**config.mk**
```make
export PLATFORM = sky130hd
export DESIGN_NAME = seq_mul_rec
export DESIGN_NICKNAME = d
export VERILOG_FILES = /design/src/rtl/seq_mul_rec_pkg.sv /design/src/rtl/seq_mul_rec_approx_add16.sv /design/src/rtl/seq_mul_rec.sv
export SDC_FILE = /design/constraint.sdc
export NUM_CORES = 1
export LEC_CHECK = 0
export ABC_AREA = 0
export ABC_CLOCK_PERIOD_IN_PS = 12100
export CAP_MARGIN = 30
export CORE_UTILIZATION = 45
export CTS_BUF_LIST = sky130_fd_sc_hd__clkbuf_4 sky130_fd_sc_hd__clkbuf_8 sky130_fd_sc_hd__clkbuf_16
export DETAILED_ROUTE_END_ITERATION = 12
export PLACE_DENSITY = 0.72
export SYNTH_ARGS = -nofsm -noshare
export SYNTH_HDL_FRONTEND = slang
export SYNTH_SLANG_ARGS = --single-unit
```
**constraint.sdc**
```tcl
create_clock -name clk -period 12.1 [get_ports clk]
set_clock_uncertainty 0.15 [all_clocks]
set_input_delay 2.42 -clock clk [delete_from_list [all_inputs] [get_ports clk]]
set_output_delay 2.42 -clock clk [all_outputs]
set_load 0.02 [all_outputs]
```
**src/rtl/seq_mul_rec_pkg.sv**
```systemverilog
// Shared definitions for the seq_mul_rec shift-add reconstructor.
// Holds operand/result widths, FSM state encoding and the approximate adder cell.
package seq_mul_rec_pkg;

  localparam int OP_W  = 8;
  localparam int RES_W = 16;

  typedef enum logic [1:0] {
    IDLE = 2'd0,
    RUN  = 2'd1,
    DONE = 2'd2
  } state_t;

  // Sum bit of the approximate cell: it reads 1 instead of 0 when a^b=1 and cin=1.
  function automatic logic approx_sum(input logic a, input logic b, input logic cin);
    return (a ^ b) | cin;
  endfunction

endpackage

```
**src/rtl/seq_mul_rec_approx_add16.sv**
```systemverilog
// Combinational 16-bit ripple adder with no carry in and the carry out discarded.
// Macro APPROX_ADD_EN: the low APPROX_BITS sum bits use the approximate cell.
module approx_add16
  import seq_mul_rec_pkg::*;
#(
  parameter int APPROX_BITS = 2
) (
  input  logic [RES_W-1:0] a,
  input  logic [RES_W-1:0] b,
  output logic [RES_W-1:0] sum
);

`ifdef APPROX_ADD_EN
  localparam bit APPROX_ON = 1'b1;
`else
  localparam bit APPROX_ON = 1'b0;
`endif
  localparam int N_APPROX = APPROX_ON ? APPROX_BITS : 0;

  logic [RES_W-1:0] c;

  assign c[0] = 1'b0;

  for (genvar i = 0; i < RES_W; i++) begin : g_bit
    if (i < N_APPROX) begin : g_apx
      assign sum[i] = approx_sum(a[i], b[i], c[i]);
    end else begin : g_exact
      assign sum[i] = a[i] ^ b[i] ^ c[i];
    end
    // The carry is always the exact majority; the carry out of the top bit is dropped.
    if (i < RES_W - 1) begin : g_carry
      assign c[i+1] = (a[i] & b[i]) | (a[i] & c[i]) | (b[i] & c[i]);
    end
  end

endmodule

```
**src/rtl/seq_mul_rec.sv**
```systemverilog
// Sequential shift-add reconstructor: p = q*y + r over 8 iterations.
// Macro APPROX_ADD_EN selects approximate cells for the low APPROX_BITS adder bits.
//
// state | meaning
// IDLE  | in_ready high, waiting for operands
// RUN   | 8 shift-add iterations, one per cycle
// DONE  | out_valid high, p held until out_ready
module seq_mul_rec
  import seq_mul_rec_pkg::*;
#(
  parameter int APPROX_BITS = 2
) (
  input  logic             clk,
  input  logic             rst_n,
  input  logic             in_valid,
  output logic             in_ready,
  input  logic [OP_W-1:0]  q,
  input  logic [OP_W-1:0]  y,
  input  logic [OP_W-1:0]  r,
  output logic             out_valid,
  input  logic             out_ready,
  output logic [RES_W-1:0] p
);

  state_t           state;
  logic [OP_W-1:0]  qreg;
  logic [RES_W-1:0] mreg;
  logic [RES_W-1:0] acc;
  logic [RES_W-1:0] sum;
  logic [2:0]       cnt;

  approx_add16 #(.APPROX_BITS(APPROX_BITS)) u_add (
    .a   (acc),
    .b   (mreg),
    .sum (sum)
  );

  always_ff @(posedge clk or negedge rst_n) begin
    if (!rst_n) begin
      state     <= IDLE;
      in_ready  <= 1'b1;
      out_valid <= 1'b0;
      qreg      <= '0;
      mreg      <= '0;
      acc       <= '0;
      cnt       <= '0;
    end else begin
      case (state)
        IDLE: begin
          if (in_valid && in_ready) begin
            qreg     <= q;
            mreg     <= {8'b0, y};
            acc      <= {8'b0, r};
            cnt      <= '0;
            in_ready <= 1'b0;
            state    <= RUN;
          end
        end
        RUN: begin
          if (qreg[0]) acc <= sum;
          mreg <= mreg << 1;
          qreg <= qreg >> 1;
          cnt  <= cnt + 3'd1;
          // No early exit: latency is fixed regardless of the multiplier value.
          if (cnt == 3'd7) begin
            out_valid <= 1'b1;
            state     <= DONE;
          end
        end
        DONE: begin
          if (out_ready) begin
            out_valid <= 1'b0;
            in_ready  <= 1'b1;
            state     <= IDLE;
          end
        end
        default: begin
          out_valid <= 1'b0;
          in_ready  <= 1'b1;
          state     <= IDLE;
        end
      endcase
    end
  end

  assign p = acc;

endmodule
```
### Yosys cells after proc, flatten, opt, wreduce, memory -nomap -nowiden

Cells that the tools add are included.

* bits in registers: 47
* bits in latches: 0
* memory bits (writable): 0
* memory bits (read-only): 0
* input port bits: 28
* output and inout bits: 18
* word-level logic and storage cells: 146
* memories: 0

* add/sub/neg operators: 1
* multipliers: 0
* div/mod/pow operators: 0
* order comparisons: 0
* equality and inequality tests: 7
* shifts and indexed selects: 0
* multiplexer cells: 19
* bitwise operators: 104
* reduce and logical (&&, ||, !) cells: 8

Operator list (count)
* case mux 16 bit (2 select lines): 2
* two-way mux 16 bit: 3
* AND 1 bit: 43
* XOR 1 bit: 31
* OR 1 bit: 28
* case mux 8 bit (2 select lines): 1
* AND reduction 3 bit: 4
* two-way mux 8 bit: 1
* inequality test 2 bit, second input constant: 4
* two-way mux 2 bit: 3
* case mux 1 bit (3 select lines): 2
* case mux 2 bit (3 select lines): 1
* case mux 3 bit (2 select lines): 1
* two-way mux 1 bit: 4
* adder 3 x 1 -> 3 bit, second input constant: 1
* == test 3 bit, second input constant: 1
* two-way mux 3 bit: 1
* == test 2 x 1 -> 1 bit, second input constant: 1
* == test 2 bit, second input constant: 1
* zero test 2 bit: 1
* NOT 1 bit: 2
* AND reduction 2 bit: 1
* nonzero test 2 bit: 1
* logical AND 1 bit: 1

### Depth between registers and ports, before layout

* depth in word-level cells: 46
* mapped depth: 19
* mapped depth without buffers: 19

### By module

From an unflattened synthesis, not the netlist that was laid out.

* cell total of the unflattened synthesis: 225
* area, all modules: 2391.0 sq um

Modules (own cells, without submodules)
* seq_mul_rec: times used 1, cells each 209, area an instance 2074.5 sq um, seq. area each 1177.4 sq um
* approx_add16: times used 1, cells each 16, area an instance 316.6 sq um, seq. area each 0.0 sq um

### Least setup slack after synthesis

Ideal clock, no wire load.

* path type: reg2reg
* start point: register acc[0], in the netlist p[0]
* end point: register acc[15], in the netlist p[15]
* library setup time: 0.092 ns
* arrival: 5.016 ns
* data required time: 11.858 ns
* slack: 6.842 ns
* stages on the path, launching flop included: 20
* path buffers: 0
* clock period less this slack: 5.258 ns
* cells stage by stage: dfrtp_1 > ha_1 > fa_1 > fa_1 > fa_1 > fa_1 > fa_1 > fa_1 > fa_1 > inv_1 > fa_1 > fa_1 > fa_1 > fa_1 > fa_1 > fa_1 > fa_1 > xor2_1 > or3_1 > o221ai_1

* longest elaborated chain between the ends: 46
* elaborated cells between the ends (all ways): 60
* those cells by class: mux (2); bitwise (58)

RTL lines
* start: declaration: line seq_mul_rec.sv:28 `logic [RES_W-1:0] acc;`
* start signal: assignment: line seq_mul_rec.sv:53 `acc <= {8'b0, r};`
* start signal: assignment: line seq_mul_rec.sv:60 `if (qreg[0]) acc <= sum;`
* AND 1 bit *: line seq_mul_rec_approx_add16.sv:32 `assign c[i+1] = (a[i] & b[i]) | (a[i] & c[i]) | (b[i] & c[i]);`
* AND 1 bit: line seq_mul_rec_approx_add16.sv:32
* OR 1 bit: line seq_mul_rec_approx_add16.sv:32
* OR 1 bit *: line seq_mul_rec_approx_add16.sv:32
* AND 1 bit: line seq_mul_rec_approx_add16.sv:32
* OR 1 bit: line seq_mul_rec_approx_add16.sv:32
* OR 1 bit *: line seq_mul_rec_approx_add16.sv:32
* AND 1 bit: line seq_mul_rec_approx_add16.sv:32
* [30 not listed]
* OR 1 bit: line seq_mul_rec_approx_add16.sv:32
* OR 1 bit *: line seq_mul_rec_approx_add16.sv:32
* AND 1 bit: line seq_mul_rec_approx_add16.sv:32
* OR 1 bit: line seq_mul_rec_approx_add16.sv:32
* OR 1 bit *: line seq_mul_rec_approx_add16.sv:32
* XOR 1 bit *: line seq_mul_rec_approx_add16.sv:28 `assign sum[i] = a[i] ^ b[i] ^ c[i];`
* two-way mux 16 bit *: line seq_mul_rec.sv:60
* case mux 16 bit (2 select lines) *: line seq_mul_rec.sv:48 `case (state)`

Mark *: on every way between the ends. The rest lies on a longest branch, timed or not. The select of a mux whose other input is x is not followed.
A chain may end at the register's enable or synchronous reset.

### Worst setup path after layout

Same ends and word-level chain as after synthesis.

==> impl_metrics.yaml <==
floorplanning:
  io_pins: 46
  design.die.area_um2: 5720
  dieHeight_um: 75.7
  initial_core_util: 0.472
  coreArea_um2: 5170
  rows: 26
  die_w_um: 75.7
clock_network:
  cts_tree: "done"
  cts.sink_count: 47
  clk_latency_ns: 0.29
  clk_pin_slew_worst_paths_ns: 0.09
  post_cts_buffers: 0
  cts_buffers: 5
  htree_num_levels: 2
  cts_buffer_depth: 2
  ctsHoldBuffers: 0
  cts-resized-gates: 0
  root_buffer: "clkbuf_8"
timing:
  relSlewSlack: 0.360
  period_share: 0.449
  period_minus_slack_ns: 5.44
  clock.fmax_ghz: 0.184
  tns_ns: 0
  setup_violations: 0
  worstMarginPinSlew_ns: 0.960
  final_max_slew_viol_count: 0
  hold_violations: 0
  rsz0062_at_grt: "false"
route:
  drc: 0
  drtAntennaViolNets: 0
  via_count: 1612
  drt_iter0_drc: 132
  vias_per_cell: 5.12
  routed_wl_mm: 4.38
  first_pass_iters: 4
  wire_per_inst_um: 13.9
yosys:
  synth_area_leaders: "dfrtp_1, fa_1, mux2_2"
  synth_top_area_cell: "dfrtp_1"
  syn_area_um2: 2440
  synth_seq_cells: 47
  synth_edf_count: 0
  synth_warnings: 0
  synthFlopType: "dfrtp_1"
  yosysSeqAreaShare: 0.482
  synth_top_area_frac: 0.472
  synthArstFlopShare: 1.00
  ys_types: 30
  syn_inst: 201
  synth.avg_cell_area_um2: 12.1
  synth_nets: 246
cells_and_area:
  layout_common_cells: "dfrtp_1, clkdlybuf4s50_1, o21ai_0"
  drive_above_1_share: 0.143
  multi_input_area_um2: 1120
  finalNonFillerCells: 315
  n_antenna_cell: 0
  fin_util: 0.589
  area_delta_synth_final_pct: 24.8
  fin_nets: 289
  final_common_cell: "dfrtp_1"
  regArea_um2: 1180
  fillerInstances: 417
power_and_ir_drop:
  combPwrFrac: 0.501
  vdd.ir_drop.worst_v: 0.000141
  power_frac_seq: 0.364
  clock_power_share: 0.135
  leakage_nw: 1.28
  power.switching_uw: 301
  p_int_uw: 481
  power_density_nw_per_um2: 257
  switching_share: 0.385
global_routing:
  grt_pass1_vias: 1503
  gr-total-overflow: 0
  grt_max_degree: 36
  grt_first_pass_wirelength_mm: 7.25
  track_usage: 0.172
  antenna_found_initial: 0
place:
  dp.cells: 307
  io_buffers: 45
  dpl.hpwl_mm: 3.13
  gp_congestion: 0.774
worst_setup_path:
  setup.worst_path.start_class: "flop"
  end_kind: "flop"
  cp_max_fo: 3
  crit_arrival_ns: 5.43
  crit_type: "reg2reg"
  required_ns: 12.10
outcome:
  status: "finished clean"
min_path:
  hold_path_class: "reg2reg"
run:
  maxCapViolCount: 0
kinds of logic (layout without fill, tap and decap cells):
logic type,count (synthesis),count (layout),synth area share
mux,32,32,0.148
compound gates,54,54,0.133
xor+xnor,1,1,0.00359
fa+ha+maj,17,17,0.130
simple gates,21,21,0.0436
flops,47,47,0.482
buf+inv,29,73,0.0600
sequential cells by signal, indices dropped and copies added, names as in the netlist:
name	count
p	16
out_valid	1
qreg	8
in_ready	1
mreg	16
cnt	3
state	2
worst paths after layout:
kind                                            from              endpoint  slack [ns]  cells after the start
min in group asynchronous                      rst_n     p[10]$_DFFE_PN0P_        1.87                      1
worst max register to register      p[0]$_DFFE_PN0P_     p[15]$_DFFE_PN0P_        6.66                     19
max in group asynchronous                      rst_n  in_ready$_DFFE_PN1P_        9.38                      2
worst min-delay path            mreg[10]$_DFFE_PN0P_  mreg[11]$_DFFE_PN0P_        0.34                      2
worst min register to register  mreg[10]$_DFFE_PN0P_  mreg[11]$_DFFE_PN0P_        0.34                      2
worst max-delay path                p[0]$_DFFE_PN0P_     p[15]$_DFFE_PN0P_        6.66                     19
synth_stat cells, drive strengths merged (2+ instances only):
cell    count
mux2i      12
buf         8
o22ai       7
a22o        3
ha          3
clkbuf      3
a21oi       5
fa         14
nand2      12
dfrtp      46
o31ai       2
nor2        4
o21ai      33
mux2       20
inv        18
power by group through the flow:
| stage | Combinational [mW] | Sequential (mW) | Clock (mW) |
|---|---|---|---|
| after floorplan | 0.254 | 0.308 | 0 |
| after CTS | 0.399 | 0.286 | 0.107 |
| after global routing | 0.442 | 0.296 | 0.115 |
| after detailed placement | 0.398 | 0.289 | 0 |
| after global placement | 0.378 | 0.285 | 0 |
| final | 0.392 | 0.284 | 0.106 |
worst max-delay path, cell delays in order (launching register included):
cell      delay, ns
dfrtp_1        0.40
ha_1           0.21
fa_1           0.40
fa_1           0.39
fa_1           0.40
fa_1           0.41
fa_1           0.40
fa_1           0.40
fa_1           0.37
inv_1          0.07
fa_1           0.18
fa_1           0.18
fa_1           0.17
fa_1           0.19
fa_1           0.20
fa_1           0.19
fa_1           0.18
xor2_1         0.18
or3_1          0.13
o221ai_1       0.09
routing by layer:
layer / routed length [um] / up-vias / global-route usage
li1: - / 779 / -
met1: 2090 / 799 / 0.245
met2: 2120 / 32 / 0.270
met3: 140 / 2 / 0.0331
met4: 34 / 0 / 0.0514
met5: 0 / - / 0
stage by stage:
stage          instance area, um^2  setup WS [ns]  hold WS [ns]  power [mW]
6_report                      3050           6.66         0.336       0.782
3_5_place_dp                  2940           6.67         0.317       0.687
5_1_grt                       3050           6.37         0.369       0.854
2_1_floorplan                 2440           6.84         0.296       0.562
4_1_cts                       3050           6.64         0.335       0.792
3_3_place_gp                  2900           6.80         0.314       0.663
layout make-up:
| class | count | share of cell area |
|---|---|---|
| Clock buffer | 8 | 0.0341 |
| Inverter | 18 | 0.0222 |
| Multi-Input combinational cell | 125 | 0.367 |
| Sequential cell | 47 | 0.386 |
| Tap cell | 70 | 0.0287 |
| Timing Repair Buffer | 47 | 0.162 |
Power figures use the tool's default switching activity.
